--- src/rtl/llr_frame_loader_if.sv ---
// Stream-in / frame-out bundle for the LLR frame loader.
// The slave side is the loader itself; the master side is whoever feeds it and takes its frames.
interface llr_frame_loader_if #(
  parameter int BITS            = 16,
  parameter int BITS_PER_SYMBOL = 2,
  parameter int SYMBOLS         = 10
);
  logic                                               in_valid;
  logic                                               in_ready;
  logic [BITS_PER_SYMBOL-1:0][BITS-1:0]               in_symbol;
  logic                                               in_last;
  logic                                               out_valid;
  logic [BITS_PER_SYMBOL-1:0][SYMBOLS-1:0][BITS-1:0]  LLRVector;
  logic                                               frame_short;
  logic                                               frame_long;
  logic [15:0]                                        frames_out;

  modport master (
    output in_valid, in_symbol, in_last,
    input  in_ready, out_valid, LLRVector, frame_short, frame_long, frames_out
  );

  modport slave (
    input  in_valid, in_symbol, in_last,
    output in_ready, out_valid, LLRVector, frame_short, frame_long, frames_out
  );
endinterface

--- src/rtl/llr_frame_loader.sv ---
// Collects one symbol of LLRs per beat into a fill buffer and publishes whole decoder frames,
// padding short frames with erasures and dropping the tail of long ones.
//
// state   | meaning
// ST_FILL | accepting beats into fill[wr_idx]
// ST_PAD  | writing PAD_VALUE into the remaining symbols, input stalled
// ST_DROP | frame already published as long; discarding beats up to in_last
module llr_frame_loader #(
  parameter int              BITS            = 16,
  parameter int              BITS_PER_SYMBOL = 2,
  parameter int              SYMBOLS         = 10,
  parameter logic [BITS-1:0] PAD_VALUE       = 16'h0000
) (
  input logic               clk,
  input logic               rst_n,
  llr_frame_loader_if.slave bus
);
  localparam int IDX_W = (SYMBOLS > 1) ? $clog2(SYMBOLS) : 1;
  localparam logic [IDX_W-1:0] LAST_IDX = IDX_W'(SYMBOLS - 1);

  typedef logic [BITS_PER_SYMBOL-1:0][BITS-1:0] sym_t;
  typedef enum logic [1:0] {ST_FILL, ST_PAD, ST_DROP} state_t;

  state_t                                            state;
  logic [IDX_W-1:0]                                  wr_idx;
  logic                                              ready_q;
  sym_t                                              fill [SYMBOLS];
  sym_t                                              pad_sym;
  sym_t                                              wr_sym;
  logic                                              ready;
  logic                                              accept;
  logic                                              wr_en;
  logic [BITS_PER_SYMBOL-1:0][SYMBOLS-1:0][BITS-1:0] merged;

  assign ready        = rst_n & ready_q;
  assign bus.in_ready = ready;
  assign accept       = bus.in_valid & ready;
  assign wr_en        = ((state == ST_FILL) && accept) || (state == ST_PAD);
  assign wr_sym       = (state == ST_PAD) ? pad_sym : bus.in_symbol;

  always_comb begin
    pad_sym = '0;
    for (int h = 0; h < BITS_PER_SYMBOL; h++) pad_sym[h] = PAD_VALUE;
  end

  // The symbol written on the publishing edge is merged in so the frame leaves without an extra cycle.
  always_comb begin
    merged = '0;
    for (int s = 0; s < SYMBOLS; s++) begin
      for (int h = 0; h < BITS_PER_SYMBOL; h++) begin
        merged[h][s] = (wr_en && (wr_idx == IDX_W'(s))) ? wr_sym[h] : fill[s][h];
      end
    end
  end

  always_ff @(posedge clk or negedge rst_n) begin
    if (!rst_n) begin
      state           <= ST_FILL;
      wr_idx          <= '0;
      ready_q         <= 1'b1;
      for (int s = 0; s < SYMBOLS; s++) fill[s] <= '0;
      bus.out_valid   <= 1'b0;
      bus.frame_short <= 1'b0;
      bus.frame_long  <= 1'b0;
      bus.frames_out  <= '0;
      bus.LLRVector   <= '0;
    end else begin
      bus.out_valid   <= 1'b0;
      bus.frame_short <= 1'b0;
      bus.frame_long  <= 1'b0;
      if (wr_en) fill[wr_idx] <= wr_sym;

      case (state)
        ST_FILL: begin
          if (accept) begin
            if (wr_idx == LAST_IDX) begin
              wr_idx         <= '0;
              bus.LLRVector  <= merged;
              bus.out_valid  <= 1'b1;
              bus.frames_out <= bus.frames_out + 16'd1;
              if (!bus.in_last) begin
                bus.frame_long <= 1'b1;
                state          <= ST_DROP;
              end
            end else begin
              wr_idx <= wr_idx + IDX_W'(1);
              if (bus.in_last) begin
                state   <= ST_PAD;
                ready_q <= 1'b0;
              end
            end
          end
        end
        ST_PAD: begin
          if (wr_idx == LAST_IDX) begin
            wr_idx          <= '0;
            bus.LLRVector   <= merged;
            bus.out_valid   <= 1'b1;
            bus.frame_short <= 1'b1;
            bus.frames_out  <= bus.frames_out + 16'd1;
            state           <= ST_FILL;
            ready_q         <= 1'b1;
          end else begin
            wr_idx <= wr_idx + IDX_W'(1);
          end
        end
        ST_DROP: begin
          if (accept && bus.in_last) state <= ST_FILL;
        end
        default: begin
          state   <= ST_FILL;
          wr_idx  <= '0;
          ready_q <= 1'b1;
        end
      endcase
    end
  end
endmodule

--- src/flat_wrapper.sv ---
// flat-port wrapper written by rule: the top's interface ports become plain ports
module llr_frame_loader_flat 
#(
  parameter int              BITS            = 16,
  parameter int              BITS_PER_SYMBOL = 2,
  parameter int              SYMBOLS         = 10,
  parameter logic [BITS-1:0] PAD_VALUE       = 16'h0000
)
  (clk, rst_n, bus_in_valid, bus_in_symbol, bus_in_last, bus_in_ready, bus_out_valid, bus_LLRVector, bus_frame_short, bus_frame_long, bus_frames_out);
  llr_frame_loader_if #(.BITS(BITS), .BITS_PER_SYMBOL(BITS_PER_SYMBOL), .SYMBOLS(SYMBOLS)) bus_i ();
  input logic clk;
  input logic rst_n;
  input wire logic [$bits(bus_i.in_valid)-1:0] bus_in_valid;
  input wire logic [$bits(bus_i.in_symbol)-1:0] bus_in_symbol;
  input wire logic [$bits(bus_i.in_last)-1:0] bus_in_last;
  output wire logic [$bits(bus_i.in_ready)-1:0] bus_in_ready;
  output wire logic [$bits(bus_i.out_valid)-1:0] bus_out_valid;
  output wire logic [$bits(bus_i.LLRVector)-1:0] bus_LLRVector;
  output wire logic [$bits(bus_i.frame_short)-1:0] bus_frame_short;
  output wire logic [$bits(bus_i.frame_long)-1:0] bus_frame_long;
  output wire logic [$bits(bus_i.frames_out)-1:0] bus_frames_out;
  assign bus_i.in_valid = bus_in_valid;
  assign bus_i.in_symbol = bus_in_symbol;
  assign bus_i.in_last = bus_in_last;
  assign bus_in_ready = bus_i.in_ready;
  assign bus_out_valid = bus_i.out_valid;
  assign bus_LLRVector = bus_i.LLRVector;
  assign bus_frame_short = bus_i.frame_short;
  assign bus_frame_long = bus_i.frame_long;
  assign bus_frames_out = bus_i.frames_out;
  llr_frame_loader #(.BITS(BITS), .BITS_PER_SYMBOL(BITS_PER_SYMBOL), .SYMBOLS(SYMBOLS), .PAD_VALUE(PAD_VALUE)) u_core (.clk(clk), .rst_n(rst_n), .bus(bus_i));
endmodule
--- config.mk ---
export PLATFORM = sky130hd
export DESIGN_NAME = llr_frame_loader_flat
export DESIGN_NICKNAME = d
export VERILOG_FILES = /design/src/rtl/llr_frame_loader_if.sv /design/src/rtl/llr_frame_loader.sv /design/src/flat_wrapper.sv
export SDC_FILE = /design/constraint.sdc
export NUM_CORES = 1
export LEC_CHECK = 0
export CORE_MARGIN = 2
export CORE_UTILIZATION = 50
export CTS_BUF_LIST = sky130_fd_sc_hd__clkbuf_4 sky130_fd_sc_hd__clkbuf_8
export DETAILED_ROUTE_END_ITERATION = 12
export PLACE_DENSITY = 0.78
export SLEW_MARGIN = 10
export SYNTH_ARGS = -nofsm -noshare
export SYNTH_HDL_FRONTEND = slang
export SYNTH_SLANG_ARGS = --single-unit
export TNS_END_PERCENT = 100
--- constraint.sdc ---
create_clock -name clk -period 1.6 [get_ports clk]
set_input_delay 0.32 -clock clk [delete_from_list [all_inputs] [get_ports clk]]
set_output_delay 0.32 -clock clk [all_outputs]
set_load 0.1 [all_outputs]
==> flow_summary_export.csv <==
group,metric,value,unit
run,max_cap_violations,0,
timing,layout_worst_path_cycle_share,125,%
run_status,violations,"setup timing",
timing,setup_slack,-0.397,ns
worst_setup_path,critical_path_peak_fanout,9,
cells_and_area,syn2layout_area_growth,60.0,%
cts,cts.sinks,634,
drt,firstDrtPassIters,7,
synthesis,synth.yosys.seq_area_share,67.3,%
worst_setup_path,crit_path_top_delay_cell,"dfstp_2",
cells_and_area,drive_gt1_share,35.0,%
cts,cts_tree,"yes",
worst_hold_path,min-delay-path-class,"input port to asynchronous set/reset pin",
synthesis,cell_count_after_synthesis,2188,
synthesis,yosys.cell_count.top_type,"nand2_1",
timing,grt_setup_unrepaired,"yes",
floorplanning,die_area,48900,µm²
floorplanning,design.portCount,376,
floorplanning,initial_standard_cell_utilization_of_the_core,50.6,%
worst_setup_path,start_kind,"register",
timing,slew_headroom,40.0,%
cells_and_area,finalNetCount,2734,
global_routing,grt_pass1_wl,126000,µm
global_routing,grt_antenna_before_repair,8,
worst_setup_path,required,2.20,ns
synthesis,synth-async-reset-ratio,100,%
synthesis,synth_top_flop_cell,"dfrtp_1",
placed_design,routabilityCongestion,0.849,
pwr,vdd_ir_drop_max,0.000824,V
placed_design,detailed_place_hpwl,48900,µm
drt,wire_per_inst,27.6,µm
cts,clk_root_buffer_cell,"clkbuf_8",
cts,clk_path_buf_depth,3,
synthesis,post_synth.cell_area_avg,10.8,µm²
floorplanning,dieWidth,221,µm
synthesis,synth.top_cells.by_count,"824 x nand2_1, 633 x dfrtp_1, 195 x o21ai_0",
floorplanning,placement_rows,79,
cts,worst_skew_pair.late_latency,0.71,ns
synthesis,synth.distinct_cells,41,
timing,final_hold_viol_count,0,
timing,slew_viol_final,0,
cts,clk_pin_slew,0.07,ns
pwr,totalPowerFinal,31.8,mW
worst_setup_path,worst-setup-path-type,"register to register",
drt,drtAntennaViolNets,0,
synthesis,yosys-top-cells-area,"dfrtp_1 67%, nand2_1 13%, a22o_1 7.1%",
drt,drt-total-wl,93400,µm
timing,tightestPinTransition,0.899,ns
cells_and_area,layout.core_utilization,81.0,%
global_routing,global_route.usage.total,33.4,%
drt,via_total_after_detailed_routing,20600,
synthesis,yosysTopAreaCellShare,67.2,%
synthesis,mapped_nets,2225,
pwr,pwr_density,844,nW/µm²
worst_setup_path,path_common_cell,"buf_6",
drt,detail_route.vias_per_cell,6.10,
synthesis,synthesis.yosys.warnings,0,
worst_setup_path,timing.critical_path.to_type,"register",
worst_setup_path,crit_path_cell_trace,"buf_6 > a31o_4 > nand3_4 > buf_12 > buf_6 > clkbuf_16 > o21ai_0",
cts,cts-buffers-inserted,97,
placed_design,post_placement_setup_slack,-0.514,ns
synthesis,post_synth_instance_area,23600,µm²
synthesis,synth-edff-count,0,
global_routing,via_count_of_the_first_global_routing_pass,20900,
synthesis,synth_area_leader_cell,"dfrtp_1",
global_routing,global_route.overflow_total,0,
cells_and_area,fillers,2230,
drt,residual_drc,0,
drt,detail_route.iter0.violations,2720,
worst_setup_path,crit_buf_inv,4,
worst_setup_path,worst_path_dominant_cell_family,"buffers and inverters",
global_routing,maximum_number_of_pins_on_one_net_before_global_route_repair,149,
cts,htree_levels,3,
floorplanning,die_h,221,µm
timing,finalSetupViolations,962,
timing,worst_case_clock_skew,0.0195,ns
pwr,leakagePower,18.3,nW
worst_setup_path,timing.critical_path.slowest_cell_delay,0.54,ns
floorplanning,design.core.area,46600,µm²
timing,maxClockFrequency,0.501,GHz
timing,period_needed,2.00,ns
worst_setup_path,critPathArrivalTime,2.60,ns
placed_design,port_buffers,375,
run_status,result_of_the_run,"complete, but fails checks",
synthesis,yosys_register_bits,634,
[layout make-up]
class	count	area (µm²)	area share [%]
Antenna cell	6	15.0	0.0398
Clock buffer	155	1960	5.21
Clock inverter	19	165	0.438
Inverter	35	144	0.381
Multi-Input combinational cell	1350	7940	21.0
Sequential cell	634	15900	42.2
Tap cell	607	759	2.01
Timing Repair Buffer	579	10800	28.6
[tightest hold or removal path, cell delays in order]
cell	delay (ns)
buf_8	0.12
buf_12	0.10
dlymetal6s2s_1	0.45
[cells in the final DEF (no fill, tap or decap), types with 11 or more instances in the layout]
cell type,Yosys,routed
nand2_1,824,694
dfrtp_1,633,598
buf_12,0,392
a22o_1,192,192
clkbuf_8,0,128
o21ai_1,0,72
o21ai_0,195,70
nand2_2,0,68
nand2_4,0,58
o21ai_2,0,49
buf_4,4,49
clkbuf_16,0,36
clkdlybuf4s50_1,0,34
inv_1,33,33
and2_1,33,32
buf_16,0,31
mux2i_1,32,29
clkbuf_4,0,27
dfrtp_2,0,26
buf_6,2,20
clkinv_2,0,12
xnor2_1,11,11
buf_8,0,11
[through the flow]
step / TNS (ns) / area (µm²) / hold WS, ns / std cells
final: -147.71 / 37700 / 0.177 / 3385
after global routing: -167.73 / 37700 / 0.178 / 3384
after CTS: -141.80 / 35800 / 0.152 / 3324
after detailed placement: -244.52 / 32100 / 0.290 / 3090
after global placement: -209.59 / 32100 / 0.290 / 3090
after floorplan: -1.04 / 23800 / 0.0244 / 2188
[power breakdown]
| part | leakage, nW | internal, mW | switching, mW |
|---|---|---|---|
| clock network | 1.13 | 8.11 | 6.95 |
| registers | 8.63 | 16.0 | 0 |
| logic | 8.52 | 0.168 | 0.590 |
[metal layers]
metal | routed length, µm | global-route usage (%) | vias to the layer above
met5 | 23 | 0 | -
met4 | 5770 | 17.1 | 4
met3 | 8670 | 8.33 | 407
met2 | 46400 | 55.2 | 1501
met1 | 32500 | 41.0 | 10500
li1 | - | - | 8232
[sequential cells by signal (all words and copies together) (netlist names)]
signal                  flops
u_core.bus.frame_long       1
u_core.bus.out_valid        1
u_core.fill               288
u_core.bus.LLRVector      320
u_core.wr_idx               4
u_core.bus.frame_short      1
u_core.bus.frames_out      16
u_core.ready_q              1
u_core.state                2
[path summary, 6_finish.rpt]
kind	depth (start not counted)	from	slack, ns	end
max	7	u_core.ready_q	-0.40	u_core.bus.LLRVector[313]
min	3	rst_n	0.18	u_core.ready_q
max reg2reg	7	u_core.ready_q	-0.40	u_core.bus.LLRVector[313]
min reg2reg	2	u_core.fill[100]	0.47	u_core.bus.LLRVector[100]
max in group asynchronous	4	rst_n	0.51	u_core.bus.LLRVector[33]
min in group clk	4	rst_n	0.18	u_core.wr_idx[0]
[kinds of logic after synthesis]
logic type | synth area share (%)
muxes | 1.41
and+or+nand+nor | 15.4
buffers and inverters | 3.71
AOI/OAI and AO/OA | 11.6
xor gates and xnor gates | 0.557
DFF | 67.3
adders and majority gates | 0.0531
[what timing repair did]
item                                    CTS  global route
pin swaps                                12           136
endpoints found under the hold margin   233             2
resized for setup                       150           365
buffers inserted                         27            17
hold buffers                              2             2
gates cloned                             31            43
endpoints found under the setup margin  962          1401
Note: power is estimated with default switching activity, not from simulation.
==> RTL edit: new RTL, config.mk and constraints unchanged <==
`BITS` is set to 16 in 3 places; all go to 14.
--- a/src/rtl/llr_frame_loader_if.sv
+++ b/src/rtl/llr_frame_loader_if.sv
@@ -2,5 +2,5 @@
 // The slave side is the loader itself; the master side is whoever feeds it and takes its frames.
 interface llr_frame_loader_if #(
-  parameter int BITS            = 16,
+  parameter int BITS            = 14,
   parameter int BITS_PER_SYMBOL = 2,
   parameter int SYMBOLS         = 10
--- a/src/rtl/llr_frame_loader.sv
+++ b/src/rtl/llr_frame_loader.sv
@@ -7,5 +7,5 @@
 // ST_DROP | frame already published as long; discarding beats up to in_last
 module llr_frame_loader #(
-  parameter int              BITS            = 16,
+  parameter int              BITS            = 14,
   parameter int              BITS_PER_SYMBOL = 2,
   parameter int              SYMBOLS         = 10,
--- a/src/flat_wrapper.sv
+++ b/src/flat_wrapper.sv
@@ -2,5 +2,5 @@
 module llr_frame_loader_flat 
 #(
-  parameter int              BITS            = 16,
+  parameter int              BITS            = 14,
   parameter int              BITS_PER_SYMBOL = 2,
   parameter int              SYMBOLS         = 10,
Ports: changed (resized bus_LLRVector and bus_in_symbol); port bits go from 376 to 332. No check against the original RTL was run, so the function may have changed too.
==> RTL edit against the original RTL <==
  * The run still ends with negative setup slack left
  * Routed wire length is 2.9% higher
  * Cell area is 1.1% lower
  * Global-route usage is 2.1 points lower
  * Synthesized area is 3.7% lower
  * Worst setup slack worse by 210 ps
  * Critical path depth is 1 higher
  * Clock skew is 14 ps higher
  * Sequential cell count is 76 lower
  * Core utilization is 1.7 points higher
  * Largest cell class unchanged
Power is not compared: it rests on default switching activity, and its combinational part moved more than twofold at a synthesized area within 25%.
==> RTL edit: results (changes against the original RTL) <==
| Metric | Value |
|---|---|
| Cell-internal power | `~0.045 W` |
| Post-Place Cells | `3,023 (-2.2%)` |
| Seq pwr | `~0.026 W` |
| Fraction of layout cells with a size suffix above 1 | `42.1% (+7.1 points)` |
| Nets | `2,700 (-1.2%)` |
| Routed WL per cell | `28.8 µm (+4.5%)` |
| Initial DRT Pass Iterations | `8 (+1)` |
| Buffers on Ports | `331 (-12%)` |
| Dpl ws | `-625 ps (-111 ps)` |
| Violated checks | `negative setup slack` |
| Largest net degree at the start of global routing | `150 (+0.67%)` |
| Worst EP arrival | `2810 ps (+210 ps)` |
| Clock power share | `~14%` |
| Clock Skews | `33.9 ps (+14.4 ps)` |
| Total routed wirelength | `96,100 µm (+2.9%)` |
| DR iter-0 viols | `2,783 (+2.3%)` |
| Comb power frac | `approximately 57%` |
| Post-synthesis compound-gate area fraction | `16.7% (+5.1 points)` |
| Post-DP Area | `30,600 µm² (-4.8%)` |
| Max FO, Critical Path | `14 (+5)` |
| Leakage | `around 17 nW` |
| Post-Synthesis Cells | `2,161 (-1.2%)` |
| H-tree lvl count | `3 (unchanged)` |
| Global-route wire length before repair | `114,000 µm (-9.3%)` |
| Worst Tran Pin Value | `911 ps (+12.0 ps)` |
| Total number of vias | `21,400 (+3.5%)` |
| Most common library cells after synthesis | `nand2_1 (657), dfrtp_1 (557), o211ai_1 (168), o21a_1 (168), o21ai_0 (144)` |
| Seq/Total Area, Yosys | `61.5% (-5.8 points)` |
| Clock slew at reported path FFs | `70 ps (about the same)` |
| Hold WC Path Type | `in -> async` |
| Worst skew pair latency | `730 ps (+20 ps)` |
| Top flop regs | `u_core.bus.LLRVector x280, u_core.fill x252, u_core.bus.frames_out x16` |
| Number of global-route vias before repair | `20,100 (-3.5%)` |
| CTS root buf | `clkbuf_8` |
| HPWL Detailed | `43,200 µm (-12%)` |
| Post-synth ARST share | `100% (unchanged)` |
| Clk buf depth | `3 (unchanged)` |
| Total GRT Usage | `31.4% (-2.1 points)` |
| Adder-cell share of the synthesized area | `0.0551% (+0.0020 points)` |
| Setup tns final | `-221,320 ps (-73,610 ps)` |
| Initial antenna violation count | `2 (-6)` |
| VDD IR max | `a little under 2 mV` |
| Top cells by area, synth | `dfrtp_1 (61%), nand2_1 (11%), o211ai_1 (5.6%)` |
| Distinct cells, synth | `42 (+2.4%)` |
| Synth warn | `0 (unchanged)` |
| Final setup fails | `845 (-12%)` |
| Post-synthesis mux area share | `2.78% (+1.4 points)` |
| Routability cong. | `0.832 (-1.9%)` |
| CTS buffer count | `89 (-8.2%)` |
| Status | `finished with violations` |
| Fill count | `2,005 (-10%)` |
| Setup ws final | `-602 ps (-206 ps)` |
| Xor-xnor portion of the synthesized cell area | `0.617% (+0.060 points)` |
| Post-synth top flop | `dfrtp_1` |
-- RTL edit: kinds of logic after synthesis --
logic type / after synthesis
simple gates: 763
compound gates: 574
flops: 558
buf+inv: 193
mux: 56
xor+xnor: 16
fa+ha+maj: 1
-- RTL edit: worst max-delay path: stages (launching register included) --
cell,delay (ps)
dfrtp_1,420
buf_6,140
nand4bb_4,210
or3_4,430
buf_12,200
clkinv_16,110
buf_6,140
buf_16,150
o21a_1,290
-- RTL edit: path summary, 6_finish.rpt --
check,start,endpoint,slack [ps],depth (start not counted)
setup / recovery,u_core.wr_idx[2],u_core.bus.LLRVector[152],-600,8
hold / removal,rst_n,u_core.bus.frame_long,130,3
setup reg to reg,u_core.wr_idx[2],u_core.bus.LLRVector[152],-600,8
hold reg to reg,u_core.fill[232],u_core.bus.LLRVector[22],460,2
max in group asynchronous,rst_n,u_core.bus.frames_out[3],100,4
min in group clk,rst_n,u_core.ready_q,200,4
-- RTL edit: repair_timing --
item / in CTS / in global routing
gates resized for setup: 142 / 566
cloned: 38 / 55
hold buffers: 2 / 0
setup endpoints to repair: 838 / 814
pin swaps: 18 / 155
endpoints found under the hold margin: 8 / 0
buffers inserted: 27 / 43
-- RTL edit: per-layer routing --
layer  GRT usage (%)  vias to the layer above  routed length [µm]
met3            7.21                      536               10700
met5               0                        -                  85
met2            52.4                     1722               45800
met1            37.7                    10700               33200
met4            17.4                        4                6260
li1                -                     8406                   -
-- RTL edit: final cells by class --
cell class                 count  area (µm²)  area share, %
sequential                   558       14000           37.5
timing repair inverter         6         166          0.446
clock buffer                 140        1690           4.53
multi-input combinational   1410        9490           25.4
clock inverter                16         113          0.302
timing repair buffer         599       11100           29.6
inverter                       3        37.5          0.101
tap                          600         751           2.01
antenna                        1        2.50        0.00671
